File: src/rtl/tug_of_war_field_if.sv
// Key/display bundle for the tug-of-war track.
// master drives keys and restart, slave drives the track display and scores.
interface tug_of_war_field_if #(
   parameter int NUM_LIGHTS = 9,
   parameter int SCORE_W    = 3
);
   logic                  res;
   logic                  L;
   logic                  R;
   logic [NUM_LIGHTS-1:0] lights;
   logic                  left_win;
   logic                  right_win;
   logic [SCORE_W-1:0]    left_score;
   logic [SCORE_W-1:0]    right_score;

   modport master (
      output res, L, R,
      input  lights, left_win, right_win,
      input  left_score, right_score
   );

   modport slave (
      input  res, L, R,
      output lights, left_win, right_win,
      output left_score, right_score
   );
endinterface

File: src/rtl/tug_of_war_field.sv
// N-light tug-of-war track with win detection and saturating scores.
// Define TOW_KEY_EDGE_EN to turn key levels into rising-edge move events.
module tug_of_war_field #(
   parameter int NUM_LIGHTS = 9,
   parameter int SCORE_W    = 3
) (
   input  logic clk,
   input  logic reset,
   tug_of_war_field_if.slave bus
);
   localparam int PW = $clog2(NUM_LIGHTS);
   localparam logic [PW-1:0] CENTER =
      PW'((NUM_LIGHTS - 1) / 2);
   localparam logic [PW-1:0] LAST =
      PW'(NUM_LIGHTS - 1);
   localparam logic [SCORE_W-1:0] SMAX = '1;

   typedef enum logic [1:0] {
      PLAY,
      LWIN,
      RWIN
   } state_t;

   state_t                state;
   logic [PW-1:0]         pos;
   logic [NUM_LIGHTS-1:0] lights_q;
   logic                  lw_q;
   logic                  rw_q;
   logic [SCORE_W-1:0]    ls_q;
   logic [SCORE_W-1:0]    rs_q;
   logic                  l_ev;
   logic                  r_ev;
   logic                  mv_l;
   logic                  mv_r;

   function automatic logic [NUM_LIGHTS-1:0]
      onehot(input logic [PW-1:0] p);
      logic [NUM_LIGHTS-1:0] v;
      v    = '0;
      v[p] = 1'b1;
      return v;
   endfunction

`ifdef TOW_KEY_EDGE_EN
   logic l_q;
   logic r_q;
   logic live;

   // live suppresses events on the first edge after reset,
   // so a key already held at release does not count.
   always_ff @(posedge clk) begin
      if (!reset) begin
         l_q  <= 1'b0;
         r_q  <= 1'b0;
         live <= 1'b0;
      end else begin
         l_q  <= bus.L;
         r_q  <= bus.R;
         live <= 1'b1;
      end
   end

   assign l_ev = live & bus.L & ~l_q;
   assign r_ev = live & bus.R & ~r_q;
`else
   assign l_ev = bus.L;
   assign r_ev = bus.R;
`endif

   assign mv_l = l_ev & ~r_ev;
   assign mv_r = r_ev & ~l_ev;

   always_ff @(posedge clk) begin
      if (!reset) begin
         state    <= PLAY;
         pos      <= CENTER;
         lights_q <= onehot(CENTER);
         lw_q     <= 1'b0;
         rw_q     <= 1'b0;
         ls_q     <= '0;
         rs_q     <= '0;
      end else if (bus.res) begin
         state    <= PLAY;
         pos      <= CENTER;
         lights_q <= onehot(CENTER);
         lw_q     <= 1'b0;
         rw_q     <= 1'b0;
      end else begin
         unique case (state)
            PLAY: begin
               unique case (1'b1)
                  mv_l: begin
                     if (pos == LAST) begin
                        state    <= LWIN;
                        lights_q <= '0;
                        lw_q     <= 1'b1;
                        if (ls_q != SMAX)
                           ls_q <= ls_q + 1'b1;
                     end else begin
                        pos      <= pos + 1'b1;
                        lights_q <= onehot(pos + 1'b1);
                     end
                  end
                  mv_r: begin
                     if (pos == '0) begin
                        state    <= RWIN;
                        lights_q <= '0;
                        rw_q     <= 1'b1;
                        if (rs_q != SMAX)
                           rs_q <= rs_q + 1'b1;
                     end else begin
                        pos      <= pos - 1'b1;
                        lights_q <= onehot(pos - 1'b1);
                     end
                  end
                  default: ;
               endcase
            end
            LWIN, RWIN: ;
            default: begin
               state    <= PLAY;
               pos      <= CENTER;
               lights_q <= onehot(CENTER);
               lw_q     <= 1'b0;
               rw_q     <= 1'b0;
            end
         endcase
      end
   end

   assign bus.lights      = lights_q;
   assign bus.left_win    = lw_q;
   assign bus.right_win   = rw_q;
   assign bus.left_score  = ls_q;
   assign bus.right_score = rs_q;
endmodule

File: src/flat_wrapper.sv
// flat-port wrapper written by rule: the top's interface ports become plain ports
module tug_of_war_field_flat 
#(
   parameter int NUM_LIGHTS = 9,
   parameter int SCORE_W    = 3
)
  (clk, reset, bus_res, bus_L, bus_R, bus_lights, bus_left_win, bus_right_win, bus_left_score, bus_right_score);
  tug_of_war_field_if #(.NUM_LIGHTS(NUM_LIGHTS), .SCORE_W(SCORE_W)) bus_i ();
  input  logic clk;
  input  logic reset;
  input wire logic [$bits(bus_i.res)-1:0] bus_res;
  input wire logic [$bits(bus_i.L)-1:0] bus_L;
  input wire logic [$bits(bus_i.R)-1:0] bus_R;
  output wire logic [$bits(bus_i.lights)-1:0] bus_lights;
  output wire logic [$bits(bus_i.left_win)-1:0] bus_left_win;
  output wire logic [$bits(bus_i.right_win)-1:0] bus_right_win;
  output wire logic [$bits(bus_i.left_score)-1:0] bus_left_score;
  output wire logic [$bits(bus_i.right_score)-1:0] bus_right_score;
  assign bus_i.res = bus_res;
  assign bus_i.L = bus_L;
  assign bus_i.R = bus_R;
  assign bus_lights = bus_i.lights;
  assign bus_left_win = bus_i.left_win;
  assign bus_right_win = bus_i.right_win;
  assign bus_left_score = bus_i.left_score;
  assign bus_right_score = bus_i.right_score;
  tug_of_war_field #(.NUM_LIGHTS(NUM_LIGHTS), .SCORE_W(SCORE_W)) u_core (.clk(clk), .reset(reset), .bus(bus_i));
endmodule
File: config.mk
export PLATFORM = sky130hd
export DESIGN_NAME = tug_of_war_field_flat
export DESIGN_NICKNAME = d
export VERILOG_FILES = /design/src/rtl/tug_of_war_field_if.sv /design/src/rtl/tug_of_war_field.sv /design/src/flat_wrapper.sv
export SDC_FILE = /design/constraint.sdc
export NUM_CORES = 1
export LEC_CHECK = 0
export BUFFER_PORTS_ARGS = -buffer_cell sky130_fd_sc_hd__buf_4
export CAP_MARGIN = 20
export CORE_MARGIN = 2
export CORE_UTILIZATION = 45
export DETAILED_ROUTE_END_ITERATION = 10
export GPL_TIMING_DRIVEN = 0
export PLACE_DENSITY = 0.62
export SLEW_MARGIN = 20
export SYNTH_ARGS = -nofsm -noshare
export SYNTH_HDL_FRONTEND = slang
export SYNTH_SLANG_ARGS = --single-unit
File: constraint.sdc
create_clock -name clk -period 4.44 [get_ports clk]
set_input_delay 0.444 -clock clk [delete_from_list [all_inputs] [get_ports clk]]
set_output_delay 0.444 -clock clk [all_outputs]
set_load 0.02 [all_outputs]
==> results.md <==
* RSZ-0062 raised after global routing: no
* Critical path endpoint category: register
* First DRT Iteration DRCs at 63
* Multi-input logic area at 958 µm²
* DP HPWL at 2.49 mm
* Clk root buf: clkbuf_4
* H-tree levels at 1
* Clk pin slew, worst setup/hold paths at 0.14 ns
* Cell Chain, Critical Path: inv_1 > ha_1 > clkbuf_2 > nand3b_1 > or4_1 > clkbuf_1 > xnor2_1 > and2_1
* Static Leak at slightly below 0.7 nW
* Slowest cell on crit path: or4_1
* Largest net degree at the start of global routing at 14
* DRT antenna net count at 0
* Crit-path max FO at 10
* Final routed DRC violation total at 0
* Worst skew pair latency at 0.33 ns
* Post-synth EDFFs at 0
* Sw frac at 30.5%
* Hold buffers post-CTS at 0
* Place WS at 2.29 ns
* Worst-Margin Slew at approximately 0.5 ns
* Total grt overflow at 0
* Syn avg cell area at 8.60 µm²
* Internal at 0.000280 W
* Critical register-to-register path startpoint: u_core.pos[0]$_SDFFE_PP0P_
* Switching pwr at 0.000123 W
* Outcome: complete, no violations
* Yosys warning count at 0
* Area Growth Syn to Fin at 16.1%
* IO Port Bufs at 21
* Clock power frac at 26.0%
* FF-to-FF path depth at 8
* Min Tclk post-route at 2.19 ns
* CTS tree: yes
* HP Start: reset
* Endpoints failing hold at 0
* Final WS setup at roughly 2.2 ns
* CTS Buf Count at 3
* Vias at 1,380
* Hold EP: u_core.bus.right_score[0]$_SDFFE_PN0P_
* Standard-cell rows at 20
* First-pass GRT wire length at 5.63 mm
* Core footprint at 3100 µm²
* Mapped Cells at roughly 170
* Post-route cell area at 1730 µm²
* FF-to-FF setup slack at 2.25 ns
* Top_reg_cell synth: dfxtp_1
* Post-synth cell types at 45
* Gr usage total at 19.8%
* Nets at 215
* First-pass detailed-route iteration total at 4
* WP data required at around 4.7 ns
* I/O pin count at 22
* Vias in the first global route at 1,256
* Async set-reset flop share out of synthesis at 0%
* Initial antenna violation count at 0
* Starting Density at 47.9%
* Setup-failing EPs final at 0
* Tightest Hold Check Type: in -> reg
* Fin crit share at 49.4%
* Synth top area cells: dfxtp_1 (31%), ha_1 (9.3%), a31oi_1 (3.8%), nand4_1 (3.8%), nand3_1 (3.7%)
* Final core utilization at 55.7%
* Worst slew margin at 66.3%
* Avg WL per Cell at 13.8 µm
* GP Congestion at 0.810
* Commonest non-fill, non-tap cell in the layout: dfxtp_1
* Most frequent cells in the layout: dfxtp_1 (23), buf_4 (22), nand3_1 (11), ha_1 (11)
* DP Area at roughly 1700 µm²
* Skew final at just under 0.006 ns
* Die footprint at ~3800 µm²
* Synth top area share at 31.0%
* Crit Path Class: reg -> reg
* # clock sinks at 23
* Via density at 5.70
* Syn Std Cell Area at 1490 µm²
* Register area at 460 µm²
* Sequential area share after synthesis at 31.0%
* Power Density at 233 nW/µm²
* Final wirelength at 3.33 mm
* Startpoint Class: register
* Combinational share of power at about a fifth
* CP max stage delay at ~0.5 ns
* Chip Width at 61.5 µm
* VDD IR max at 0.0936 mV
* Net count after synthesis at 189
* Reg2reg end: u_core.bus.left_score[0]$_SDFFE_PN0P_
* Antenna cell count at 0
* Leading area contributor after synthesis: dfxtp_1
* Setup TNS at 0 ns
* PostCTS Resize Cnt at 0
* Layout cells sized above 1 at 17.2%
* Arrival time worst endpoint at 2.43 ns
* Max Root-Sink Buffers at 2
* Fmax achieved at approximately 0.46 GHz
* Fillers at around 320
* Slew Limit Fails at 0
* Sequential power share at 54.1%
* FF+latch count, synth at 23
* # Post-CTS Setup Buffers at 0
* WHS Path Cells at 2
* Die H at 61.5 µm
* Max_cap viols at 0
==> power by group through the flow <==
stage | sequential, W | clock [W] | combinational (W)
after floorplan | 0.000227 | 0 | 0.0000504
final | 0.000217 | 0.000105 | 0.0000800
after detailed placement | 0.000222 | 0 | 0.0000797
after global placement | 0.000222 | 0 | 0.0000788
after global routing | 0.000218 | 0.000113 | 0.0000885
after CTS | 0.000218 | 0.000108 | 0.0000801
==> cell families (layout without fill, tap and decap cells) <==
group                    after synthesis  after routing  synth area share (%)
AND/OR/NAND/NOR                       70             70                  29.1
AO/OA/AOI/OAI                         42             42                  19.2
flip-flops                            23             23                  31.0
buffers and inverters                 16             41                  4.63
adder cells (fa/ha/maj)               11             11                  9.25
XOR/XNOR                               6              6                  3.53
multiplexers                           5              5                  3.36
==> worst max-delay path by stage <==
stage | from | depth (start not counted) | to
after floorplan | u_core.pos[0]$_SDFFE_PP0P_ | 8 | u_core.bus.left_score[0]$_SDFFE_PN0P_
after global placement | u_core.pos[0]$_SDFFE_PP0P_ | 8 | u_core.bus.left_score[0]$_SDFFE_PN0P_
after detailed placement | u_core.pos[0]$_SDFFE_PP0P_ | 8 | u_core.bus.left_score[0]$_SDFFE_PN0P_
after CTS | u_core.pos[0]$_SDFFE_PP0P_ | 8 | u_core.bus.left_score[0]$_SDFFE_PN0P_
after global routing | u_core.pos[0]$_SDFFE_PP0P_ | 8 | u_core.bus.left_score[0]$_SDFFE_PN0P_
final | u_core.pos[0]$_SDFFE_PP0P_ | 8 | u_core.bus.left_score[0]$_SDFFE_PN0P_
==> cells in the mapped netlist, types with 2 or more instances <==
cell,number
nor2b_1,8
nand3b_1,4
nor3_1,4
o21ai_1,2
or3_1,3
nor2_1,7
nand4_1,9
and2_1,2
a31oi_1,9
and3_1,2
dfxtp_1,23
a21o_1,2
nand3_1,11
buf_2,3
and4_1,2
a21oi_1,6
inv_1,5
nand2_1,3
and3b_1,5
ha_1,11
mux2i_1,5
o21ai_0,9
a21boi_0,2
xnor2_1,6
clkbuf_1,5
o31ai_1,2
o22ai_1,2
nand2b_1,4
==> final cells by class <==
| cell class | instances | share of cell area, % |
|---|---|---|
| multi-input cells | 134 | 55.5 |
| inverters | 5 | 1.09 |
| flip-flops and latches | 23 | 26.6 |
| clock inverters | 1 | 0.290 |
| well taps | 44 | 3.19 |
| plain buffers | 11 | 2.90 |
| repair buffers | 21 | 9.12 |
| clock buffers | 3 | 1.30 |
==> stage by stage <==
step	total power [W]	hold WS [ns]	instances
after floorplan	0.000277	0.476	173
after global placement	0.000301	0.454	238
after detailed placement	0.000302	0.464	238
after CTS	0.000406	0.371	242
after global routing	0.000420	0.377	242
final	0.000402	0.370	242
==> critical path, delay by kind of cell (launching register included) <==
| family | cells | cell delay, ns |
|---|---|---|
| XOR/XNOR | 1 | 0.14 |
| buffers and inverters | 3 | 0.55 |
| flip-flops | 1 | 0.43 |
| AND/OR/NAND/NOR | 3 | 0.82 |
| adder cells (fa/ha/maj) | 1 | 0.17 |
==> registers in the layout (all words and copies together) (netlist names) <==
register                cells
u_core.bus.lights           9
u_core.pos                  4
u_core.bus.left_score       3
u_core.bus.right_score      3
u_core.state                2
u_core.bus.left_win         1
u_core.bus.right_win        1
==> metal layers <==
metal | track usage [%] | share of wire, % | vias up
li1 | - | - | 693
met1 | 25.6 | 49 | 653
met2 | 33.2 | 46 | 28
met3 | 3.15 | 3.2 | 6
met4 | 7.29 | 1.5 | 0
met5 | 0 | 0 | -
Power figures use the tool's default switching activity.
